$ cat src/rtl/wbu_exec.sv
// Bus-master execution stage: decodes 36-bit command codewords, runs Wishbone
// pipelined cycles and returns 36-bit response codewords.
module wbu_exec #(
   parameter int unsigned TIMEOUT_LGCYC = 16,
   parameter int unsigned AW            = 32
) (
   input  logic          i_clk,
   input  logic          i_rst,
   input  logic          i_stb,
   input  logic [35:0]   i_codword,
   output logic          o_busy,
   output logic          o_overflow,
   output logic          o_wb_cyc,
   output logic          o_wb_stb,
   output logic          o_wb_we,
   output logic [AW-1:0] o_wb_addr,
   output logic [31:0]   o_wb_data,
   input  logic          i_wb_ack,
   input  logic          i_wb_stall,
   input  logic          i_wb_err,
   input  logic [31:0]   i_wb_data,
   output logic          o_rsp_stb,
   output logic [35:0]   o_rsp_word
);

   typedef enum logic [2:0] {S_IDLE, S_ADDR, S_WRITE, S_READ, S_WAIT} state_t;

   state_t                   state, state_nxt;
   logic [31:0]              addr;
   logic                     inc;
   logic [10:0]              stb_left, ack_left;
   logic [TIMEOUT_LGCYC-1:0] wdog;

   logic        op_set, op_rel, op_wr, op_swr, op_rd;
   logic        take, in_bus, abort, stb_acc, ack_ok;
   logic [31:0] rel_off, new_addr;
   logic [10:0] rd_cnt;

   always_comb begin
      op_set = (i_codword[35:33] == 3'b000);
      op_rel = (i_codword[35:33] == 3'b001);
      op_swr = (i_codword[35:33] == 3'b010);
      op_wr  = (i_codword[35:33] == 3'b011);
      // 1-hexbit counts 0xE/0xF are reserved and silently dropped
      op_rd  = ((i_codword[35:34] == 2'b10) && (i_codword[33:30] < 4'hE))
             || (i_codword[35:34] == 2'b11);
      rd_cnt = i_codword[34] ? ({1'b0, i_codword[33:24]} + 11'd1)
                             : ({7'd0, i_codword[33:30]} + 11'd1);
      case (i_codword[32:31])
         2'd0:    rel_off = {{25{i_codword[30]}}, i_codword[30:24]};
         2'd1:    rel_off = {{19{i_codword[30]}}, i_codword[30:18]};
         2'd2:    rel_off = {{13{i_codword[30]}}, i_codword[30:12]};
         default: rel_off = {{7{i_codword[30]}},  i_codword[30:6]};
      endcase
      new_addr = op_set ? i_codword[31:0] : (addr + rel_off);
   end

   assign o_busy    = (state != S_IDLE) || o_rsp_stb;
   assign o_wb_addr = addr[AW-1:0];

   always_comb begin
      take    = i_stb && !o_busy && (op_set || op_rel || op_wr || op_swr || op_rd);
      in_bus  = (state == S_WRITE) || (state == S_READ) || (state == S_WAIT);
      abort   = in_bus && (i_wb_err || (&wdog));
      stb_acc = in_bus && o_wb_stb && !i_wb_stall && !abort;
      ack_ok  = in_bus && i_wb_ack && !abort;
   end

   always_comb begin
      state_nxt = state;
      case (state)
         S_IDLE:
            if (take) begin
               if (op_set || op_rel)     state_nxt = S_ADDR;
               else if (op_wr || op_swr) state_nxt = S_WRITE;
               else                      state_nxt = S_READ;
            end
         S_ADDR: state_nxt = S_IDLE;
         S_WRITE, S_READ, S_WAIT:
            if (abort || (ack_ok && (ack_left == 11'd1)))  state_nxt = S_IDLE;
            else if (stb_acc && (stb_left == 11'd1))       state_nxt = S_WAIT;
         default: state_nxt = S_IDLE;
      endcase
   end

   always_ff @(posedge i_clk or posedge i_rst)
      if (i_rst) state <= S_IDLE;
      else       state <= state_nxt;

   always_ff @(posedge i_clk or posedge i_rst) begin
      if (i_rst) begin
         addr       <= '0;
         inc        <= 1'b1;
         stb_left   <= '0;
         ack_left   <= '0;
         wdog       <= '0;
         o_overflow <= 1'b0;
         o_wb_cyc   <= 1'b0;
         o_wb_stb   <= 1'b0;
         o_wb_we    <= 1'b0;
         o_wb_data  <= '0;
         o_rsp_stb  <= 1'b0;
         o_rsp_word <= '0;
      end else begin
         o_rsp_stb  <= 1'b0;
         o_overflow <= i_stb && o_busy;

         if (take || stb_acc || ack_ok) wdog <= '0;
         else if (o_wb_cyc)             wdog <= wdog + 1'b1;

         if (take) begin
            if (op_set || op_rel) begin
               addr       <= new_addr;
               o_rsp_stb  <= 1'b1;
               o_rsp_word <= {4'h0, new_addr};
               if (op_set) inc <= !i_codword[32];
            end else begin
               o_wb_cyc <= 1'b1;
               o_wb_stb <= 1'b1;
               o_wb_we  <= !op_rd;
               stb_left <= op_rd ? rd_cnt : 11'd1;
               ack_left <= op_rd ? rd_cnt : 11'd1;
               if (op_wr)       o_wb_data <= i_codword[31:0];
               else if (op_swr) o_wb_data <= {{23{i_codword[32]}}, i_codword[32:24]};
            end
         end

         if (stb_acc) begin
            addr     <= addr + {31'd0, inc};
            stb_left <= stb_left - 11'd1;
            if (stb_left == 11'd1) o_wb_stb <= 1'b0;
         end

         // strobe and ack counters advance independently in the same cycle
         if (ack_ok) begin
            ack_left   <= ack_left - 11'd1;
            o_rsp_stb  <= 1'b1;
            o_rsp_word <= o_wb_we ? {4'h1, 32'h0} : {4'h2, i_wb_data};
            if (ack_left == 11'd1) begin
               o_wb_cyc <= 1'b0;
               o_wb_stb <= 1'b0;
               o_wb_we  <= 1'b0;
            end
         end

         if (abort) begin
            o_wb_cyc   <= 1'b0;
            o_wb_stb   <= 1'b0;
            o_wb_we    <= 1'b0;
            o_rsp_stb  <= 1'b1;
            o_rsp_word <= {(i_wb_err ? 4'h3 : 4'h4), addr};
         end
      end
   end

endmodule
$ cat config.mk
export PLATFORM = sky130hd
export DESIGN_NAME = wbu_exec
export DESIGN_NICKNAME = d
export VERILOG_FILES = /design/src/rtl/wbu_exec.sv
export SDC_FILE = /design/constraint.sdc
export NUM_CORES = 1
export LEC_CHECK = 0
export CORE_UTILIZATION = 40
export CTS_CLUSTER_SIZE = 8
export DETAILED_ROUTE_END_ITERATION = 7
export PLACE_DENSITY_LB_ADDON = 0.2
export SETUP_SLACK_MARGIN = 0.4
export SYNTH_ARGS = -nofsm -noshare
export SYNTH_HDL_FRONTEND = slang
export SYNTH_SLANG_ARGS = --single-unit
$ cat constraint.sdc
create_clock -name i_clk -period 5.1 [get_ports i_clk]
set_clock_uncertainty 0.05 [all_clocks]
set_input_delay 1.275 -clock i_clk [delete_from_list [all_inputs] [get_ports i_clk]]
set_output_delay 1.275 -clock i_clk [all_outputs]
set_load 0.05 [all_outputs]
==> out/qor.yml <==
outcome:
  status: "finished with violations"
  violations: "DRC"
timing:
  fin_crit_ns: 4.52
  whs_ns: 0.420
  fin_tns_setup_ns: 0
  max_freq_mhz: 221
  hold_violations: 0
  timing.final.ws_setup_ns: 0.578
  fin_crit_sh: 0.887
  slew_headroom: 0.298
  drv_slew: 0
  grt_setup_unrepaired: "false"
  tightest_slew_ns: 1.05
  setup_viol: 0
clock_network:
  cts_tree: "built"
  cts.clk_slew.worst_paths_ns: 0.07
  clockBufferDepth: 2
  postCtsSetupRepairBufs: 0
  clkLatencyLatePin_ns: 0.43
  ctsHoldBuffers: 0
  numCtsBuffers: 17
  htreeDepth: 4
  clock-sinks: 146
  cts_resized: 0
  root_buffer: "clkbuf_16"
min_path:
  min_delay_path_depth: 1
  hold_class: "reg2reg"
  min_from: "state[2]$_DFFE_PP0P_"
  worstHoldEndpoint: "state[0]$_DFFE_PP0P_"
yosys:
  ys_ff_latch: 146
  synth.net_count: 1323
  netlist_area_um2: 10200
  synth_top_area_cell: "dfrtp_1"
  synthCells: 1206
  async_reset_ff_frac: 1.00
  yosysSeqAreaShare: 0.358
  synth_ff_type: "dfrtp_1"
  ys_types: 89
  yosys.area.top_type_share: 0.355
  yosysWarnings: 0
  synth_top_cells_by_area: "dfrtp_1 36%, o21ai_0 5.6%, ha_1 5.1%, nand2_1 5.1%, a21oi_1 4.5%"
  syn_area_per_cell_um2: 8.47
  synth_edf_count: 0
floorplanning:
  initial_core_util: 0.407
  die_h_um: 162
  die_area_um2: 26200
  fp-row-count: 58
  dieWidth_um: 162
  coreArea_um2: 25100
  pin_count: 180
global_route:
  grt.overflow.total: 0
  grt_usage: 0.300
  grt_max_degree: 65
  grt_pass1_vias: 9826
  grt_antenna_before_repair: 0
  grt_pass1_wl_um: 59700
pwr:
  p_leak_nw: 5.70
  ir_drop_mv: 0.339
  power_per_cell_area_nw_per_um2: 669
cells_and_area:
  post-route-util: 0.526
  final_nets: 1507
  drive_above_1_share: 0.103
  syn2layout_area_growth_pct: 29.3
  fin_area_um2: 13200
  diodes: 0
critical_path:
  reg2regPathDepth: 7
  crit_fanout: 23
  worstSetupStartpointType: "input pin"
  crit_arrival_ns: 4.76
  r2r-end: "o_rsp_word[11]$_DFFE_PP0P_"
  worstPathRequired_ns: 5.34
  crit_path_end_kind: "flip-flop"
  r2r_start: "wdog[0]$_DFFE_PP0P_"
  setup.worst_path.class: "in2reg"
  r2r_setup_slack_ns: 1.86
detailed_routing:
  ant_nets: 0
  wirelength_um: 39400
  drcViolationCount: 1
  via_count: 10370
  firstDrtPassIters: 7
  wire_per_inst_um: 22.7
  vias_per_cell: 5.98
  first_iter_violations: 1015
placement:
  dp_hpwl_um: 29400
  portBuffers: 178
  post-place-ws_ns: 0.0882
  post_dp_cell_area_um2: 12600
  gp_congestion: 0.997
run:
  cap_viol_max_count: 0
==> state kept, by name, summed over array words and instances, names as in the netlist <==
name,count
o_rsp_stb,1
o_wb_addr,32
o_wb_we,1
stb_left,11
wdog,16
o_wb_data,32
o_rsp_word,35
ack_left,11
o_overflow,1
inc,1
o_wb_stb,1
o_wb_cyc,1
state,3
==> routing by layer <==
layer  track usage  share of wire  vias to the layer above
li1              -              -                     4782
met1         0.423           0.44                     5074
met2         0.474           0.46                      445
met3        0.0383          0.062                       69
met4         0.105          0.029                        0
met5             0              0                        -
==> layout by cell type, fill, tap and decap left out, types with 24 or more instances in the layout <==
| cell type | Yosys | routed |
|---|---|---|
| xor2_1 | 27 | 27 |
| o211ai_1 | 24 | 24 |
| buf_4 | 3 | 60 |
| clkdlybuf4s50_1 | 0 | 177 |
| a21oi_1 | 92 | 92 |
| dfrtp_1 | 145 | 145 |
| inv_1 | 35 | 34 |
| nor3_1 | 31 | 30 |
| nand2_1 | 138 | 138 |
| nor2_1 | 95 | 95 |
| nand3_1 | 50 | 50 |
| o21ai_0 | 114 | 113 |
| mux2i_1 | 44 | 44 |
| ha_1 | 42 | 42 |
==> synth_stat cells (7+ instances only) <==
| cell | n |
|---|---|
| ha_1 | 42 |
| a21oi_1 | 92 |
| o21ai_0 | 114 |
| a221oi_1 | 9 |
| inv_1 | 35 |
| a21o_1 | 8 |
| or3_1 | 20 |
| nor3_1 | 31 |
| nand4_1 | 18 |
| mux2i_1 | 44 |
| xor2_1 | 27 |
| nor2b_1 | 8 |
| a211o_1 | 10 |
| dfrtp_1 | 145 |
| and3_1 | 23 |
| a31o_2 | 7 |
| mux2_2 | 8 |
| o211ai_1 | 24 |
| o221ai_1 | 10 |
| nand3_1 | 50 |
| nand2b_1 | 7 |
| nand2_1 | 138 |
| clkbuf_1 | 58 |
| xnor2_1 | 23 |
| a211oi_1 | 9 |
| buf_2 | 7 |
| a31oi_1 | 13 |
| nor2_1 | 95 |
==> layout make-up <==
| type | instances | area, µm² |
|---|---|---|
| clock buffers | 17 | 425 |
| clock inverters | 15 | 194 |
| fillers | 2405 | 11900 |
| inverters | 35 | 135 |
| multi-input cells | 947 | 6060 |
| flip-flops and latches | 146 | 3650 |
| well taps | 330 | 413 |
| repair buffers | 243 | 2330 |
==> worst max-delay path by stage <==
stage	startpoint	to	depth (start not counted)
after floorplan	i_codword[31]	o_rsp_word[28]$_DFFE_PP0P_	15
after global placement	i_codword[32]	o_wb_addr[24]$_DFFE_PP0P_	14
after detailed placement	i_codword[32]	o_wb_addr[24]$_DFFE_PP0P_	14
after CTS	i_codword[32]	o_wb_addr[24]$_DFFE_PP0P_	14
after global routing	i_codword[32]	o_wb_addr[24]$_DFFE_PP0P_	14
final	i_codword[32]	o_wb_addr[24]$_DFFE_PP0P_	14
==> cell families after synthesis <==
family / count (synthesis) / synth area share
AO/OA/AOI/OAI: 364 / 0.229
XOR/XNOR: 50 / 0.0429
adder cells (fa/ha/maj): 43 / 0.0534
buffers and inverters: 113 / 0.0494
flip-flops: 146 / 0.358
multiplexers: 58 / 0.0652
other: 1 / 0.000367
AND/OR/NAND/NOR: 431 / 0.202
==> report_power, final <==
group	leakage, nW	internal, mW	switching [mW]
logic	3.55	1.88	3.39
clock network	0.300	0.786	0.581
registers	1.85	1.64	0.549
==> stage by stage <==
| stage | power, mW | instances |
|---|---|---|
| after floorplan | 5.59 | 1206 |
| after global placement | 7.38 | 1701 |
| after detailed placement | 7.41 | 1701 |
| after CTS | 8.81 | 1733 |
| after global routing | 9.33 | 1733 |
| final | 8.83 | 1733 |
==> worst max-delay path, stage by stage <==
cell,delay (ns)
clkdlybuf4s50_1,0.51
buf_12,0.19
mux2i_1,0.30
ha_1,0.33
a21oi_1,0.25
nor2b_1,0.22
a21boi_1,0.15
buf_4,0.18
o31ai_2,0.29
buf_4,0.18
a21oi_1,0.09
or3_1,0.35
a31oi_1,0.25
o311ai_0,0.17
No activity file was read; power rests on OpenSTA's default activity.
